===== src/rtl/reg_dump_reader.sv =====
// reg_dump_reader: walks the register file through a spare read port
// and streams every (addr, data) pair out on a valid/ready interface.
module reg_dump_reader #(
  parameter int DATA_WIDTH = 32,
  parameter int NUM_REGS   = 32
) (
  input  logic                  clk,
  input  logic                  reset,
  input  logic                  start,
  output logic [4:0]            rf_rd_addr,
  input  logic [DATA_WIDTH-1:0] rf_rd_data,
  output logic                  dump_valid,
  input  logic                  dump_ready,
  output logic [4:0]            dump_addr,
  output logic [DATA_WIDTH-1:0] dump_data,
  output logic                  dump_last,
  output logic                  busy,
  output logic                  done
);

  typedef enum logic [1:0] {
    IDLE,
    FETCH,
    SEND
  } state_e;

  localparam logic [4:0] LAST_ADDR = 5'(NUM_REGS - 1);

  state_e                state_q, state_d;
  logic [4:0]            cnt_q, cnt_d;
  logic                  valid_q, valid_d;
  logic [4:0]            addr_q, addr_d;
  logic [DATA_WIDTH-1:0] data_q, data_d;
  logic                  last_q, last_d;
  logic                  busy_q, busy_d;
  logic                  done_q, done_d;

  always_comb begin
    state_d = state_q;
    cnt_d   = cnt_q;
    valid_d = valid_q;
    addr_d  = addr_q;
    data_d  = data_q;
    last_d  = last_q;
    busy_d  = busy_q;
    done_d  = 1'b0;
    unique case (state_q)
      IDLE: begin
        // done_q high means SEND was left on the previous edge
        if (start && !done_q) begin
          cnt_d   = 5'd0;
          busy_d  = 1'b1;
          state_d = FETCH;
        end
      end
      FETCH: begin
        data_d  = rf_rd_data;
        addr_d  = cnt_q;
        last_d  = (cnt_q == LAST_ADDR);
        valid_d = 1'b1;
        state_d = SEND;
      end
      SEND: begin
        if (dump_ready) begin
          valid_d = 1'b0;
          if (last_q) begin
            done_d  = 1'b1;
            busy_d  = 1'b0;
            cnt_d   = 5'd0;
            state_d = IDLE;
          end else begin
            cnt_d   = cnt_q + 5'd1;
            state_d = FETCH;
          end
        end
      end
      default: begin
        state_d = IDLE;
      end
    endcase
  end

  always_ff @(posedge clk) begin
    if (reset) begin
      state_q <= IDLE;
      cnt_q   <= 5'd0;
      valid_q <= 1'b0;
      addr_q  <= 5'd0;
      data_q  <= '0;
      last_q  <= 1'b0;
      busy_q  <= 1'b0;
      done_q  <= 1'b0;
    end else begin
      state_q <= state_d;
      cnt_q   <= cnt_d;
      valid_q <= valid_d;
      addr_q  <= addr_d;
      data_q  <= data_d;
      last_q  <= last_d;
      busy_q  <= busy_d;
      done_q  <= done_d;
    end
  end

  assign rf_rd_addr = cnt_q;
  assign dump_valid = valid_q;
  assign dump_addr  = addr_q;
  assign dump_data  = data_q;
  assign dump_last  = last_q;
  assign busy       = busy_q;
  assign done       = done_q;

endmodule


===== config.mk =====
export PLATFORM = sky130hd
export DESIGN_NAME = reg_dump_reader
export DESIGN_NICKNAME = d
export VERILOG_FILES = /design/src/rtl/reg_dump_reader.sv
export SDC_FILE = /design/constraint.sdc
export NUM_CORES = 1
export LEC_CHECK = 0
export CAP_MARGIN = 0
export CORE_UTILIZATION = 37
export DETAILED_ROUTE_END_ITERATION = 8
export HOLD_SLACK_MARGIN = 0.15
export PLACE_DENSITY = 0.8
export SLEW_MARGIN = 0
export SYNTH_ARGS = -nofsm -noshare
export SYNTH_HDL_FRONTEND = slang
export SYNTH_SLANG_ARGS = --single-unit

===== constraint.sdc =====
create_clock -name clk -period 1.2 [get_ports clk]
set_input_delay 0.12 -clock clk [delete_from_list [all_inputs] [get_ports clk]]
set_output_delay 0.12 -clock clk [all_outputs]
set_load 0.05 [all_outputs]

==> flow_summary.rst <==
.. list-table::
   :header-rows: 1

   * - Metric
     - Value
   * - Static Leak
     - 1.33 nW
   * - Number of hold-slack violations in the final timing report
     - 0
   * - Number of I/O port buffers
     - 81
   * - Number of cells produced by synthesis
     - 215
   * - Die Footprint
     - 5080 µm²
   * - Final critical-path share of the clock period
     - 105%
   * - Vias per inst
     - 5.03
   * - RSZ-0062 raised after global routing
     - true
   * - End of the worst register-to-register path
     - rf_rd_addr[2]
   * - Growth of design area from synthesis to finish
     - 97.3%
   * - Count of antenna-violating nets left after detailed routing
     - 0
   * - Post-layout instance count excluding filler cells
     - 367
   * - Synth Area per Inst
     - 8.25 µm²
   * - Multi-input logic area
     - 813 µm²
   * - Total number of placement rows
     - 24
   * - Number of global-route vias before repair
     - 1693
   * - Reg2reg start
     - state_q[1]
   * - # clock sinks
     - 48
   * - Normalized max-slew margin
     - 78.4%
   * - Proportion of register bits with asynchronous set or reset after synthesis
     - 0%
   * - Type of the tightest min-delay check
     - in -> reg
   * - Worst-skew pair later-pin latency
     - 0.30 ns
   * - Min Clock Period, post-route
     - 1.26 ns
   * - Maximum operating frequency
     - 794 MHz
   * - Filler instances
     - 293
   * - Vias
     - 1845
   * - Max-cap viol count
     - 0
   * - Post-DP HPWL
     - 3630 µm
   * - Worst hold slack
     - 0.364 ns
   * - Logic depth of the worst register-to-register path
     - 3
   * - Worst Path Max Fanout
     - 6
   * - Total power after layout
     - 3.72 mW
   * - Register bit count reported by yosys
     - 48
   * - Number of antenna violations at the first check in global routing
     - 0
   * - Starting density of the core
     - 39.7%
   * - Hold_sp
     - rf_rd_data[4]
   * - Ranking of synthesized cells by area
     - dfxtp_1 (54%), nand2_1 (17%), a21oi_1 (12%)
   * - Worst path top cell family by delay
     - simple AND/OR/NAND/NOR gates
   * - Final weighted congestion in routability-driven placement
     - 0.816
   * - Overall routing resource usage
     - 20.6%
   * - CTS max path bufs
     - 2
   * - Worst Slack Setup Final
     - -0.0596 ns
   * - Height of the chip
     - 71.2 µm
   * - Worst setup slack for register-to-register paths
     - -0.06 ns
   * - Overflow left after global routing
     - 0
   * - Post-layout net count
     - 352
   * - Starting DRT DRC Count
     - 128
   * - Clock skew
     - 0.00493 ns
   * - Clock tree from TritonCTS
     - yes
   * - Wire length reported by the detailed router
     - 5350 µm
   * - Library cell occupying the most area in the post-synthesis netlist
     - dfxtp_1
   * - IR Drop Worst-Case VDD
     - 0.656 mV
   * - Iteration count of the initial detailed-routing pass
     - 8
   * - Placeable Area
     - 4470 µm²
   * - Pin count of the biggest net entering global routing
     - 28
   * - Portion of the post-synthesis area used by sequential elements
     - 54.2%
   * - Most used standard cell by instance count after synthesis
     - nand2_1
   * - Leading post-synthesis cells by instance count
     - nand2_1 (79), dfxtp_1 (48), a21oi_1 (44)
   * - Antenna fix cells
     - 0
   * - Critical Path Sink Type
     - register
   * - Prevailing post-synth register cell
     - dfxtp_1
   * - Clock transition time at the flip-flop clock pins of the worst setup and hold paths
     - 0.09 ns
   * - Transition at the pin with the smallest max-transition slack
     - 0.322 ns
   * - Number of flops mapped to enable cells by yosys
     - 0
   * - Crit-path slowest cell
     - or4b_4
   * - Cell count after placement
     - 353
   * - I/O pin count
     - 82
   * - Crit path DAT
     - 1.44 ns
   * - Setup CP Type
     - reg -> reg
   * - Average wire per cell in the routed design
     - 14.6 µm
   * - Number of nets produced by synthesis
     - 253
   * - Clock buffers created by TritonCTS
     - 5
   * - Number of library cell types mapped by synthesis
     - 26
   * - Area fraction of the dominant cell type after synthesis
     - 54.2%
   * - Total buffers and inverters traversed by the critical path
     - 0
   * - Hold path depth
     - 3
   * - Final setup fails
     - 40
   * - Pins Over Slew Limit
     - 0
   * - Pwr per Cell Area
     - 1060 nW/µm²
   * - Worst path max stage delay
     - 0.59 ns
   * - Hold Path Sink
     - dump_data[4]
   * - Share of cells above drive strength 1
     - 32.4%
   * - Clk root buf
     - clkbuf_8
   * - Syn Std Cell Area
     - 1770 µm²
   * - Crit path launch type
     - register
   * - Required time of the critical path
     - 1.38 ns
   * - CTS H-tree lvls
     - 2
   * - DRC violations left
     - 9
   * - Die width
     - 71.2 µm
   * - Run status
     - complete, but fails checks
   * - Global-route wire length before repair
     - 8070 µm
   * - Yosys Warn Count
     - 0
   * - Violated checks
     - design-rule violations, negative setup slack
   * - Cell breakdown of the critical path
     - or4b_4, nand2_2, a311oi_2
   * - Register Area
     - 978 µm²
## placed cells by master (no fill, tap or decap), types with 2 or more instances in the layout
| cell type | instances |
|---|---|
| a21oi_1 | 44 |
| a311oi_2 | 2 |
| buf_12 | 49 |
| buf_4 | 16 |
| buf_6 | 4 |
| clkbuf_16 | 2 |
| clkbuf_8 | 6 |
| clkdlybuf4s50_1 | 34 |
| dfxtp_1 | 40 |
| dfxtp_2 | 5 |
| dfxtp_4 | 3 |
| ha_4 | 2 |
| nand2_1 | 78 |
| nand2b_1 | 3 |
| nand3_1 | 4 |
| o211ai_1 | 2 |
| o21ai_0 | 2 |
## layer usage
layer | track usage, % | share of wire, % | vias up
li1 | - | - | 920
met1 | 25.3 | 43 | 864
met2 | 36.0 | 49 | 57
met3 | 4.64 | 6.7 | 4
met4 | 6.00 | 1.1 | 0
met5 | 0 | 0 | -
## power by group
part	switching, mW	internal (mW)
logic	0.475	0.508
registers	0.0748	1.66
clock network	0.529	0.471
total	1.08	2.64
## cells by family after synthesis
kind of cell	after synthesis	share of synthesized area, %
and+or+nand+nor	98	24.1
adders and majority gates	2	1.41
DFF	48	54.2
AOI/OAI and AO/OA	52	16.1
buffers and inverters	15	4.16
## cell type report
cell class,count,share of cell area (%)
sequential,48,27.9
clock inverter,1,0.179
tap,52,1.86
clock buffer,7,2.47
multi-input combinational,152,23.2
timing repair buffer,107,44.3
## stage by stage
stage	area, µm²	utilization [%]	setup WS (ns)	setup TNS, ns
floorplan	1820	-	-0.0872	-0.478
global placement	3230	72.1	-0.280	-1.88
detailed placement	3230	72.1	-0.340	-2.63
CTS	3380	75.5	-0.0440	-0.159
global route	3500	78.2	-0.0974	-2.60
finish	3500	78.2	-0.0596	-0.852
## tightest hold or removal path: cells and delay by family
family          cells  cell delay [ns]
compound gates      1             0.05
simple gates        1             0.06
buf+inv             1             0.40
## timing repair
item	CTS	global route
hold buffers	1	0
endpoints found under the hold margin	8	0
buffers inserted	0	1
gates resized for setup	10	9
pin swaps	4	3
endpoints found under the setup margin	41	42
gates cloned	0	4
## how the worst max path moves through the flow
| stage | from | endpoint | depth (start not counted) |
|---|---|---|---|
| floorplan | done | rf_rd_addr[2] | 4 |
| global placement | start | state_q[0] | 3 |
| detailed placement | start | rf_rd_addr[2] | 4 |
| CTS | state_q[1] | state_q[0] | 2 |
| global route | state_q[1] | state_q[0] | 2 |
| finish | state_q[1] | rf_rd_addr[2] | 3 |
## sequential cells by signal (all words and copies together) (netlist names)
name and count:
busy 1, dump_valid 1, done 1, rf_rd_addr 5
dump_last 1, state_q 2, dump_data 32, dump_addr 5
Note: power is estimated with default switching activity, not from simulation.
==> RTL edit (config.mk and constraints unchanged) <==
Take the reset off `addr_q` and `data_q` and load them in a clocked block of their own.
--- a/src/rtl/reg_dump_reader.sv
+++ b/src/rtl/reg_dump_reader.sv
@@ -86,6 +86,4 @@
       cnt_q   <= 5'd0;
       valid_q <= 1'b0;
-      addr_q  <= 5'd0;
-      data_q  <= '0;
       last_q  <= 1'b0;
       busy_q  <= 1'b0;
@@ -95,10 +93,13 @@
       cnt_q   <= cnt_d;
       valid_q <= valid_d;
-      addr_q  <= addr_d;
-      data_q  <= data_d;
       last_q  <= last_d;
       busy_q  <= busy_d;
       done_q  <= done_d;
     end
+  end
+
+  always_ff @(posedge clk) begin
+    addr_q <= addr_d;
+    data_q <= data_d;
   end
 
Behaviour: differs if reset is asserted again (counterexample within 4 cycles, from zero or initial values and one cycle with reset high); with reset held inactive, the same outputs for 10 cycles.
==> RTL edit against the unedited design <==
Maximum frequency down 5.8%. Non-clock buffer count down 12. Area after synthesis is 8.9% lower. First-iteration DRC count fell by 58%. The flow finishes with violations (negative setup slack). Power up 6.9%. Critical path type unchanged. Core utilization increased by 2.4 points. Cell area is 5.8% lower. Routed wire length is 21% lower. Sequential cell count unchanged. Setup slack got worse by 0.078 ns.
==> RTL edit: results (changes against the unedited design) <==
INFO  metric outcome = complete, but fails checks
INFO  metric violations_in_the_final_reports = negative setup slack
INFO  metric holdPathStages = 1 (-2)
INFO  metric worstReg2RegEnd = rf_rd_addr[0]
INFO  metric hold_path_origin = rf_rd_data[22]
INFO  metric finalSetupViolations = 21 (-48%)
INFO  metric clock_path_buffers = 2 (unchanged)
INFO  metric power.static_leakage = 1.26 nW (-4.7%)
INFO  metric drt_iter0_markers = 54 (-58%)
INFO  metric setup-tns-final = -1.51 ns (-0.653 ns)
INFO  metric post_synth_main_area_contributors = sky130_fd_sc_hd__edfxtp_1, sky130_fd_sc_hd__dfxtp_1, sky130_fd_sc_hd__mux2i_1, sky130_fd_sc_hd__nor2_1, sky130_fd_sc_hd__nand4b_1
INFO  metric final.min_clock_period = 1.34 ns (+0.0776 ns)
INFO  metric worst_slack = -0.137 ns (-0.0776 ns)
INFO  metric grt_first_pass_wirelength = 6.12 mm (-24%)
INFO  metric r2r_start = done
INFO  metric timing.critical_path.arrival = 1.56 ns (+0.12 ns)
INFO  metric dpl_worst_slack = -0.413 ns (-0.0730 ns)
INFO  metric post-dp-hpwl = 2.94 mm (-19%)
INFO  metric crit_fanout = 5 (-1)
INFO  metric synth_fp_nets = 128 (-49%)
INFO  metric gp_congestion = 0.737 (-9.7%)
INFO  metric sequential_share_of_the_synthesized_area = 82.4% (+28 points)
INFO  metric synth.lib_cells_used.distinct = 22 (-15%)
INFO  metric worst_hold_slack_after_final_layout = 0.373 ns (+0.00899 ns)
INFO  metric drt_first_pass_iters = 4 (-4)
INFO  metric wl_per_cell = 17.4 µm (+19%)
INFO  metric worstHoldEndpoint = dump_data[22]
INFO  metric clock-skew-final = 0.00681 ns (+0.00188 ns)
INFO  metric grt_use_total = 19.1% (-1.4 points)
INFO  metric largest_reg_flops = 32 (unchanged)
INFO  metric synth.cells.most_frequent = sky130_fd_sc_hd__edfxtp_1, sky130_fd_sc_hd__dfxtp_1, sky130_fd_sc_hd__nor2_1
INFO  metric design.final.nets = 229 (-35%)
INFO  metric top_flip_flop_cell_by_instance_count_after_synthesis = sky130_fd_sc_hd__edfxtp_1
## RTL edit: cell types whose count changed after synthesis, moves of 5 or more
cell                       delta
sky130_fd_sc_hd__clkbuf_1     -6
sky130_fd_sc_hd__edfxtp_1    +37
sky130_fd_sc_hd__nand2_1     -79
sky130_fd_sc_hd__buf_2        -5
sky130_fd_sc_hd__a21oi_1     -40
sky130_fd_sc_hd__dfxtp_1     -37
sky130_fd_sc_hd__nor2_1       +6
## RTL edit: cells by family (layout without fill, tap and decap cells)
group,Yosys count,after routing,synth area share (%)
flops,48,48,82.4
simple gates,23,24,8.75
compound gates,12,12,4.57
mux,3,3,1.86
fa+ha+maj,2,2,1.55
buf+inv,2,103,0.929
## RTL edit: cell type report
class / count / area [µm²]
Timing Repair Buffer: 95 / 1440
Sequential cell: 48 / 1350
Fill cell: 221 / 790
Multi-Input combinational cell: 41 / 330
Clock buffer: 5 / 68.8
Tap cell: 50 / 62.6
Clock inverter: 3 / 42.5
## RTL edit: worst max-delay path, cell delays in order, from the launching register on
cell	delay, ns
sky130_fd_sc_hd__dfxtp_4	0.36
sky130_fd_sc_hd__or4b_4	0.57
sky130_fd_sc_hd__a21o_1	0.21
sky130_fd_sc_hd__a21oi_2	0.12
## RTL edit: layer usage
metal  track usage, %  part of all wire (%)  wire (µm)  vias to the layer above
li1                 -                     -          -                      552
met1             20.3                    35       1450                      584
met2             34.4                    56       2360                       62
met3             7.50                   8.7        366                        5
met4             5.99                  0.52         22                        0
met5                0                     0          0                        -
## RTL edit: through the flow
stage          utilization [%]  instances  area [µm²]
2_1_floorplan                -         90        1640
3_3_place_gp              74.4        228        3040
3_5_place_dp              74.4        228        3040
4_1_cts                   79.4        239        3240
5_1_grt                   80.7        242        3300
6_report                  80.7        242        3300
## RTL edit: worst max path at each step
stage	endpoint	cells after the start	from	slack [ns]
finish	rf_rd_addr[0]	3	done	-0.14
global placement	state_q[0]	3	start	-0.37
floorplan	dump_last	3	state_q[0]	-0.24
CTS	rf_rd_addr[0]	3	done	-0.10
detailed placement	rf_rd_addr[0]	4	start	-0.41
global route	rf_rd_addr[0]	3	done	-0.17
## RTL edit: what timing repair did
| item | 4_1_cts | 5_1_grt |
|---|---|---|
| pin swaps | 3 | 4 |
| setup endpoints to repair | 7 | 36 |
| gates cloned | 2 | 0 |
| buffers inserted | 1 | 3 |
| resized for setup | 9 | 8 |
## RTL edit: power by group through the flow
stage          sequential [mW]  combinational [mW]  clock [mW]
2_1_floorplan             2.22              0.0923           0
3_3_place_gp              1.98               0.812           0
3_5_place_dp              1.99               0.825           0
4_1_cts                   1.95               0.869        1.15
5_1_grt                   1.96               0.921        1.23
6_report                  1.95               0.890        1.13
